$ cat config.mk
export PLATFORM = sky130hd
export DESIGN_NAME = fetch_unit
export DESIGN_NICKNAME = d
export VERILOG_FILES = /design/src/rtl/fetch_unit_pkg.sv /design/src/rtl/fetch_unit_pc_next.sv /design/src/rtl/fetch_unit.sv
export SDC_FILE = /design/constraint.sdc
export NUM_CORES = 1
export LEC_CHECK = 0
export BUFFER_PORTS_ARGS = -buffer_cell sky130_fd_sc_hd__buf_2
export CORE_MARGIN = 2
export CORE_UTILIZATION = 42
export CTS_BUF_LIST = sky130_fd_sc_hd__clkbuf_2 sky130_fd_sc_hd__clkbuf_4 sky130_fd_sc_hd__clkbuf_8
export CTS_CLUSTER_DIAMETER = 30
export CTS_CLUSTER_SIZE = 25
export DETAILED_ROUTE_END_ITERATION = 12
export PLACE_DENSITY = 0.82
export SYNTH_ARGS = -nofsm -noshare
export SYNTH_HDL_FRONTEND = slang
export SYNTH_SLANG_ARGS = --single-unit
export TNS_END_PERCENT = 5
$ cat constraint.sdc
create_clock -name clk -period 1.8 [get_ports clk]
set_clock_uncertainty 0.05 [all_clocks]
set_input_delay 0 -clock clk [delete_from_list [all_inputs] [get_ports clk]]
set_output_delay 0 -clock clk [all_outputs]
set_load 0.03 [all_outputs]
$ cat src/rtl/fetch_unit_pkg.sv
// Shared definitions for the instruction-fetch stage: field positions, NOP encoding,
// FSM state encoding and word-alignment helper.
package fetch_unit_pkg;

    localparam int unsigned XLEN   = 32;
    localparam int unsigned OP_W   = 7;
    localparam int unsigned F3_W   = 3;
    localparam int unsigned F7_W   = 7;
    localparam int unsigned OP_LSB = 0;
    localparam int unsigned F3_LSB = 12;
    localparam int unsigned F7_LSB = 25;

    localparam logic [XLEN-1:0] NOP_INSTR        = 32'h0000_0013;
    localparam logic [XLEN-1:0] RESET_PC_DEFAULT = 32'h0000_0000;

    typedef enum logic [1:0] {
        ST_FETCH = 2'd0,
        ST_WAIT  = 2'd1,
        ST_HOLD  = 2'd2
    } fetch_state_e;

    function automatic logic [XLEN-1:0] align_word(input logic [XLEN-1:0] a);
        return {a[XLEN-1:2], 2'b00};
    endfunction

endpackage

$ cat src/rtl/fetch_unit_pc_next.sv
// Next-PC selection: sequential PC+4, taken branch/jump target, or flush redirect,
// with redirect targets forced to word alignment and misalignment flagged.
module fetch_unit_pc_next
    import fetch_unit_pkg::*;
(
    input  logic [XLEN-1:0] pc,
    input  logic            pcsrc,
    input  logic [XLEN-1:0] pc_target,
    input  logic            flush,
    input  logic [XLEN-1:0] flush_pc,
    output logic [XLEN-1:0] pc_plus4_c,
    output logic [XLEN-1:0] pc_next_c,
    output logic            misaligned_c
);

    logic [XLEN-1:0] target_c;
    logic            redirect_c;

    // flush outranks a taken branch
    always_comb begin
        pc_plus4_c   = pc + XLEN'(4);
        redirect_c   = flush || pcsrc;
        target_c     = flush ? flush_pc : pc_target;
        misaligned_c = redirect_c && (target_c[1:0] != 2'b00);
        pc_next_c    = redirect_c ? align_word(target_c) : pc_plus4_c;
    end

endmodule

$ cat src/rtl/fetch_unit.sv
// Instruction-fetch stage: PC register, single-outstanding imem request, instruction
// register and decoder field taps. Flushed in-flight responses are dropped via a kill flag.
module fetch_unit
    import fetch_unit_pkg::*;
#(
    parameter logic [31:0] RESET_PC = RESET_PC_DEFAULT,
    parameter logic [31:0] NOP      = NOP_INSTR
) (
    input  logic        clk,
    input  logic        rst,
    output logic        imem_req,
    output logic [31:0] imem_addr,
    input  logic        imem_rvalid,
    input  logic [31:0] imem_rdata,
    input  logic        stall,
    input  logic        PCSrc,
    input  logic [31:0] PCTarget,
    input  logic        flush,
    input  logic [31:0] flush_pc,
    output logic        InstrValid,
    output logic [31:0] Instr,
    output logic [6:0]  Op,
    output logic [2:0]  funct3,
    output logic [6:0]  funct7,
    output logic [31:0] PC,
    output logic [31:0] PCPlus4,
    output logic        misaligned
);

    fetch_state_e    state_q, state_d;
    logic            kill_q, kill_d;
    logic            valid_q, valid_d;
    logic            mis_q, mis_d;
    logic [XLEN-1:0] pc_q, pc_d;
    logic [XLEN-1:0] instr_q, instr_d;
    logic [XLEN-1:0] pc_plus4_c, pc_next_c;
    logic            misaligned_c;

    fetch_unit_pc_next u_pc_next (
        .pc           (pc_q),
        .pcsrc        (PCSrc),
        .pc_target    (PCTarget),
        .flush        (flush),
        .flush_pc     (flush_pc),
        .pc_plus4_c   (pc_plus4_c),
        .pc_next_c    (pc_next_c),
        .misaligned_c (misaligned_c)
    );

    always_ff @(posedge clk or posedge rst) begin
        if (rst) begin
            state_q <= ST_FETCH;
            kill_q  <= 1'b0;
            valid_q <= 1'b0;
            mis_q   <= 1'b0;
            pc_q    <= align_word(RESET_PC);
            instr_q <= NOP;
        end else begin
            state_q <= state_d;
            kill_q  <= kill_d;
            valid_q <= valid_d;
            mis_q   <= mis_d;
            pc_q    <= pc_d;
            instr_q <= instr_d;
        end
    end

    always_comb begin
        state_d = state_q;
        kill_d  = kill_q;
        valid_d = valid_q;
        mis_d   = mis_q;
        pc_d    = pc_q;
        instr_d = instr_q;

        if (flush) begin
            pc_d    = pc_next_c;
            mis_d   = mis_q | misaligned_c;
            valid_d = 1'b0;
            instr_d = NOP;
            // a request issued in FETCH, or still pending in WAIT, must have its response dropped
            unique case (state_q)
                ST_FETCH: begin
                    state_d = ST_WAIT;
                    kill_d  = 1'b1;
                end
                ST_WAIT: begin
                    state_d = imem_rvalid ? ST_FETCH : ST_WAIT;
                    kill_d  = !imem_rvalid;
                end
                default: begin
                    state_d = ST_FETCH;
                    kill_d  = 1'b0;
                end
            endcase
        end else begin
            unique case (state_q)
                ST_FETCH: state_d = ST_WAIT;
                ST_WAIT: begin
                    if (imem_rvalid) begin
                        if (kill_q) begin
                            kill_d  = 1'b0;
                            state_d = ST_FETCH;
                        end else begin
                            instr_d = imem_rdata;
                            valid_d = 1'b1;
                            state_d = ST_HOLD;
                        end
                    end
                end
                ST_HOLD: begin
                    if (!stall) begin
                        pc_d    = pc_next_c;
                        mis_d   = mis_q | misaligned_c;
                        valid_d = 1'b0;
                        instr_d = NOP;
                        state_d = ST_FETCH;
                    end
                end
                default: state_d = ST_FETCH;
            endcase
        end
    end

    // request strobe is a pure decode of the state register, suppressed during reset
    assign imem_req   = (state_q == ST_FETCH) && !rst;
    assign imem_addr  = pc_q;
    assign InstrValid = valid_q;
    assign Instr      = instr_q;
    assign PC         = pc_q;
    assign PCPlus4    = pc_plus4_c;
    assign misaligned = mis_q;
    assign Op         = instr_q[OP_LSB +: OP_W];
    assign funct3     = instr_q[F3_LSB +: F3_W];
    assign funct7     = instr_q[F7_LSB +: F7_W];

endmodule
======== Word level (Yosys, flattened, before mapping) ========
Cells that the tools add are included.
storage, ports and cells
  flip-flop bits (word level) ............. 69
  input port bits ......................... 102
  output and inout bits ................... 148
  logic and storage cells ................. 58
cells by class
  add/sub/neg operators ................... 1
  equality and inequality tests ........... 6
  mux-type cells .......................... 29
  bitwise logic cells ..................... 1
  reduce and logical (&&, ||, !) cells .... 15
operators with widths
  kind                                                 count
  two-way mux 32 bit                                   9
  case mux 32 bit (2 select lines)                     1
  adder 32 x 3 -> 32 bit, second input constant        1
  two-way mux 1 bit                                    11
  != test 3 bit, second input constant                 3
  two-way mux 2 bit                                    4
  nonzero test 2 bit                                   4
  case mux 1 bit (2 select lines)                      3
  case mux 2 bit (3 select lines)                      1
  AND reduction 2 bit                                  3
  AND reduction 4 bit                                  1
  nonzero test 3 bit                                   1
  equality test 2 x 1 -> 1 bit, second input constant  1
  equality test 2 bit, second input constant           1
  logical AND 1 bit                                    2
  zero test 1 bit                                      2
  zero test 2 bit                                      1
  != test 2 x 1 -> 1 bit, second input constant        1
  logical OR 1 bit                                     1
  OR 1 bit                                             1

======== Logic depth before layout (Yosys ltp) ========
  word-level depth ........................ 7
  mapped depth ............................ 7
  depth with buffers taken out ............ 5

======== Hierarchy ========
A second synthesis with hierarchy kept.
second synthesis, totals
  cell total of the unflattened synthesis .. 411
  area, all modules ....................... 4,420.5 sq um
by module, submodules not included
  module              instances  cells an instance  area an instance (sq um)
  fetch_unit          1          211                3,080.5
  fetch_unit_pc_next  1          200                1,340.0

======== Worst setup path after synthesis ========
Ideal clock, no wire load.
  path type ............................... register -> output
  start point ............................. reg pc_q[10], in the netlist PC[10]
  end point ............................... out PCPlus4[24]
  arrival ................................. 2.283 ns
  required time ........................... 1.750 ns
  path slack .............................. -0.533 ns
  cell stages (with the launch flop) ...... 6
  path through ............................ dfrtp_1 buf_2 nand4_4 or4_4 or2_1 xnor2_1
on the way
  word-level cells in the longest chain between the ends .. 1
ends and longest elaborated chain
  element                 line                      source
  start, declared         fetch_unit.sv:34          logic [XLEN-1:0] pc_q, pc_d;
  start signal, assigned  fetch_unit.sv:56          pc_q <= align_word(RESET_PC);
  start signal, assigned  fetch_unit.sv:63          pc_q <= pc_d;
  adder 32 x 3 -> 32 bit  fetch_unit_pc_next.sv:21  pc_plus4_c = pc + XLEN'(4);
  end, declared           fetch_unit.sv:26          output logic [31:0] PCPlus4,
No other way between the ends.

======== Final worst setup path ========
  start point ............................. reg pc_q[16], in the netlist PC[16]
  end point ............................... out PCPlus4[31]
Same word-level chain as after synthesis.

==> summary.md <==
| Metric | Value |
|---|---|
| Fin crit share | 116.9% |
| IO Pins | 250 |
| Pwr Total | 6.252 mW |
| Reg2Reg Setup Slack | -140 ps |
| Die Span Y | 106.7 um |
| First-pass GRT wire length | 27540 um |
| Final hold vios | 0 |
| R2r worst-path depth | 6 |
| Fillers | 723 |
| Crit. Startpoint | PC[16] |
| CTS tree | yes |
| Power per Cell Area | 818.8 nW/um2 |
| Yosys synthesis warning count | 0 |
| Starting DRC count in detailed routing | 425 |
| R2R Path Start | PC[19] |
| CP Launch Type | register |
| Fin area | 7636 um2 |
| Area delta synth->final | 72.30% |
| Syn_area_per_cell | 9.081 um2 |
| Final ANT Viol Nets | 0 |
| Setup ws final | -304.5 ps |
| Gpl congestion | 0.8919 |
| Post-synth EDFFs | 0 |
| Worst-path clk slew | 80 ps |
| Syn Inst Count | 488 |
| Total global-route track usage | 30.79% |
| Kind of cell adding the most delay to the critical path | buffers and inverters |
| Row count | 37 |
| Port Buffers | 243 |
| Largest net degree at the start of global routing | 40 |
| Required @ worst endpoint | 1750 ps |
| Worst Hold Class | in -> reg |
| Synth top area share | 36.14% |
| Aggregate global routing overflow | 0 |
| Full die area | 11390 um2 |
| Most frequent cells in the layout | buf_2 (218), dlygate4sd3_1 (83), buf_4 (83) |
| Run status | finished, violations left |
| Die X | 106.7 um |
| Initial antenna violation count | 0 |
| Drc violations | 0 |
| Buf/Inv on CP | 4 |
| Critical Path Max Stage Delay | 380 ps |
| CTS H-tree depth | 3 |
| Count of different cell masters after synthesis | 66 |
| Top_reg_cell synth | dfrtp_1 |
| Worst slew pin tran | 715.8 ps |
| Core Area | 10280 um2 |
| CTS max path bufs | 2 |
| Setup TNS | -4303 ps |
| Vias in the first global route | 5509 |
| Worst slack at placement | -169.1 ps |
| Post-DP HPWL | 11570 um |
| Max-cap violation count | 0 |
| Clk root buf | clkbuf_8 |
| Final WL | 18130 um |
| Failing checks | setup timing |
| Crit path to | PCPlus4[31] |
| Fraction of layout instances using a drive strength above 1 | 52.78% |
| Fin nets | 924 |
| RSZ-0062 raised after global routing | true |
| N_diodes | 0 |
| CTS sink cnt | 67 |
| Post-Syn Area | 4432 um2 |
| CP max stage cell | dfrtp_2 |
| Synth top area cells | dfrtp_1 (36%), buf_4 (9.1%), a22o_1 (7.7%) |
| Async SR Flop Fraction | 100.0% |
| CP cell instances | nand4_1, buf_6, buf_4, nor2_2, buf_4, and4_4, xor2_2, buf_6 |
| Fmax | 0.4752 GHz |
| WL per Instance | 18.85 um |
| Pins Over Slew Limit | 0 |
| Starting Density | 43.12% |
| Via density | 5.674 |
| LEAKAGE | 3.827 nW |
| Via count | 5458 |
| Yosys top cell by area | dfrtp_1 |
| Fin crit period | 2104 ps |
| Most common cell after layout, fill and taps aside | buf_2 |
| Slew HR | 52.17% |
| Critical path class | reg -> out |
| Placed Instance Area | 6040 um2 |
| Critical path peak fanout | 4 |
| Crit. path cell count | 8 |
| Synth Register Bits | 67 |
| CP arrival | 2050 ps |
| DRT Pass-1 Iters | 8 |
| Maximum vdd drop | 0.0005573 V |
| Finished Core Util | 74.30% |
| RR Endpoint | PC[27] |
| Worst skew pair latency | 340 ps |
| Worst Setup End Kind | output port |
| Seq/Total Area, Yosys | 37.92% |
| Num CTS Buffers | 9 |
| Final setup vio count | 28 |
logic make-up after synthesis:
kind of cell / count (synthesis) / share of synthesized area (%)
multiplexers: 6 / 1.355
buffers and inverters: 105 / 14.06
AND/OR/NAND/NOR: 149 / 18.21
other: 1 / 0.08462
flip-flops: 67 / 37.92
XOR/XNOR: 27 / 5.336
adder cells (fa/ha/maj): 1 / 0.2823
AO/OA/AOI/OAI: 132 / 22.76
repair_timing:
action | CTS | global route
hold buffers | 83 | 0
endpoints found under the hold margin | 127 | 0
pin swaps | 18 | 12
setup endpoints to repair | 64 | 55
resized for setup | 66 | 36
setup buffers | 7 | 5
registers in the layout, summed over array words and instances (netlist names):
signal	cells
Instr	32
misaligned	1
InstrValid	1
PC	30
kill_q	1
state_q	2
cell type report:
cell class | count | area (um2) | share of cell area, %
Timing Repair Buffer | 411 | 2850 | 37.33
Multi-Input combinational cell | 321 | 2599 | 34.03
Sequential cell | 67 | 1707 | 22.35
Tap cell | 136 | 170.2 | 2.228
Clock inverter | 6 | 137.6 | 1.802
Clock buffer | 10 | 131.4 | 1.720
Inverter | 11 | 41.29 | 0.5407
through the flow:
| stage | hold WS [ps] | cells |
|---|---|---|
| global route | 31.60 | 962 |
| global placement | 47.44 | 851 |
| detailed placement | 67.41 | 851 |
| finish | 10.10 | 962 |
| CTS | 0.3366 | 957 |
| floorplan | 40.66 | 493 |
layer usage:
| metal | global-route usage (%) | vias up | routed length [um] |
|---|---|---|---|
| met5 | 0 | - | 0 |
| met4 | 16.14 | 0 | 784 |
| met3 | 4.742 | 72 | 1250 |
| met2 | 52.68 | 330 | 9275 |
| met1 | 37.37 | 2638 | 6823 |
| li1 | - | 2418 | - |
how the worst min path moves through the flow:
stage                            start         end  slack, ps  depth (start not counted)
after global placement             rst  InstrValid         50                          3
after detailed placement           rst  InstrValid         70                          3
after floorplan            imem_rvalid  state_q[0]         40                          1
final                     PCTarget[30]      PC[30]         10                          4
after CTS                 flush_pc[24]      PC[24]        0.3                          4
after global routing      flush_pc[24]      PC[24]         30                          4
power by group:
group | internal [mW] | leakage [nW] | total (mW) | switching (mW)
logic | 1.02 | 2.86 | 2.69 | 1.67
clock network | 1.08 | 0.134 | 1.72 | 0.640
registers | 1.68 | 0.828 | 1.84 | 0.160
cells in the mapped netlist, drive strengths merged, types with 4 or more instances:
cell     instances
xor2            11
a21oi           12
nor3            11
o22ai            4
nand3           12
nor2            28
o2bb2ai         10
nand2           37
nor4            13
mux2i            6
dfrtp           64
inv             11
xnor2           16
clkbuf          22
nand4           19
a22o            39
and3             4
buf             72
o21ai           24
and4             5
a222oi           7
worst register-to-register path: cells and delay by family, from the launching register on:
kind | cells | cell delay [ps]
buffers and inverters | 2 | 230
DFF | 1 | 420
and+or+nand+nor | 3 | 1030
AOI/OAI and AO/OA | 1 | 80
Power figures use the tool's default switching activity.
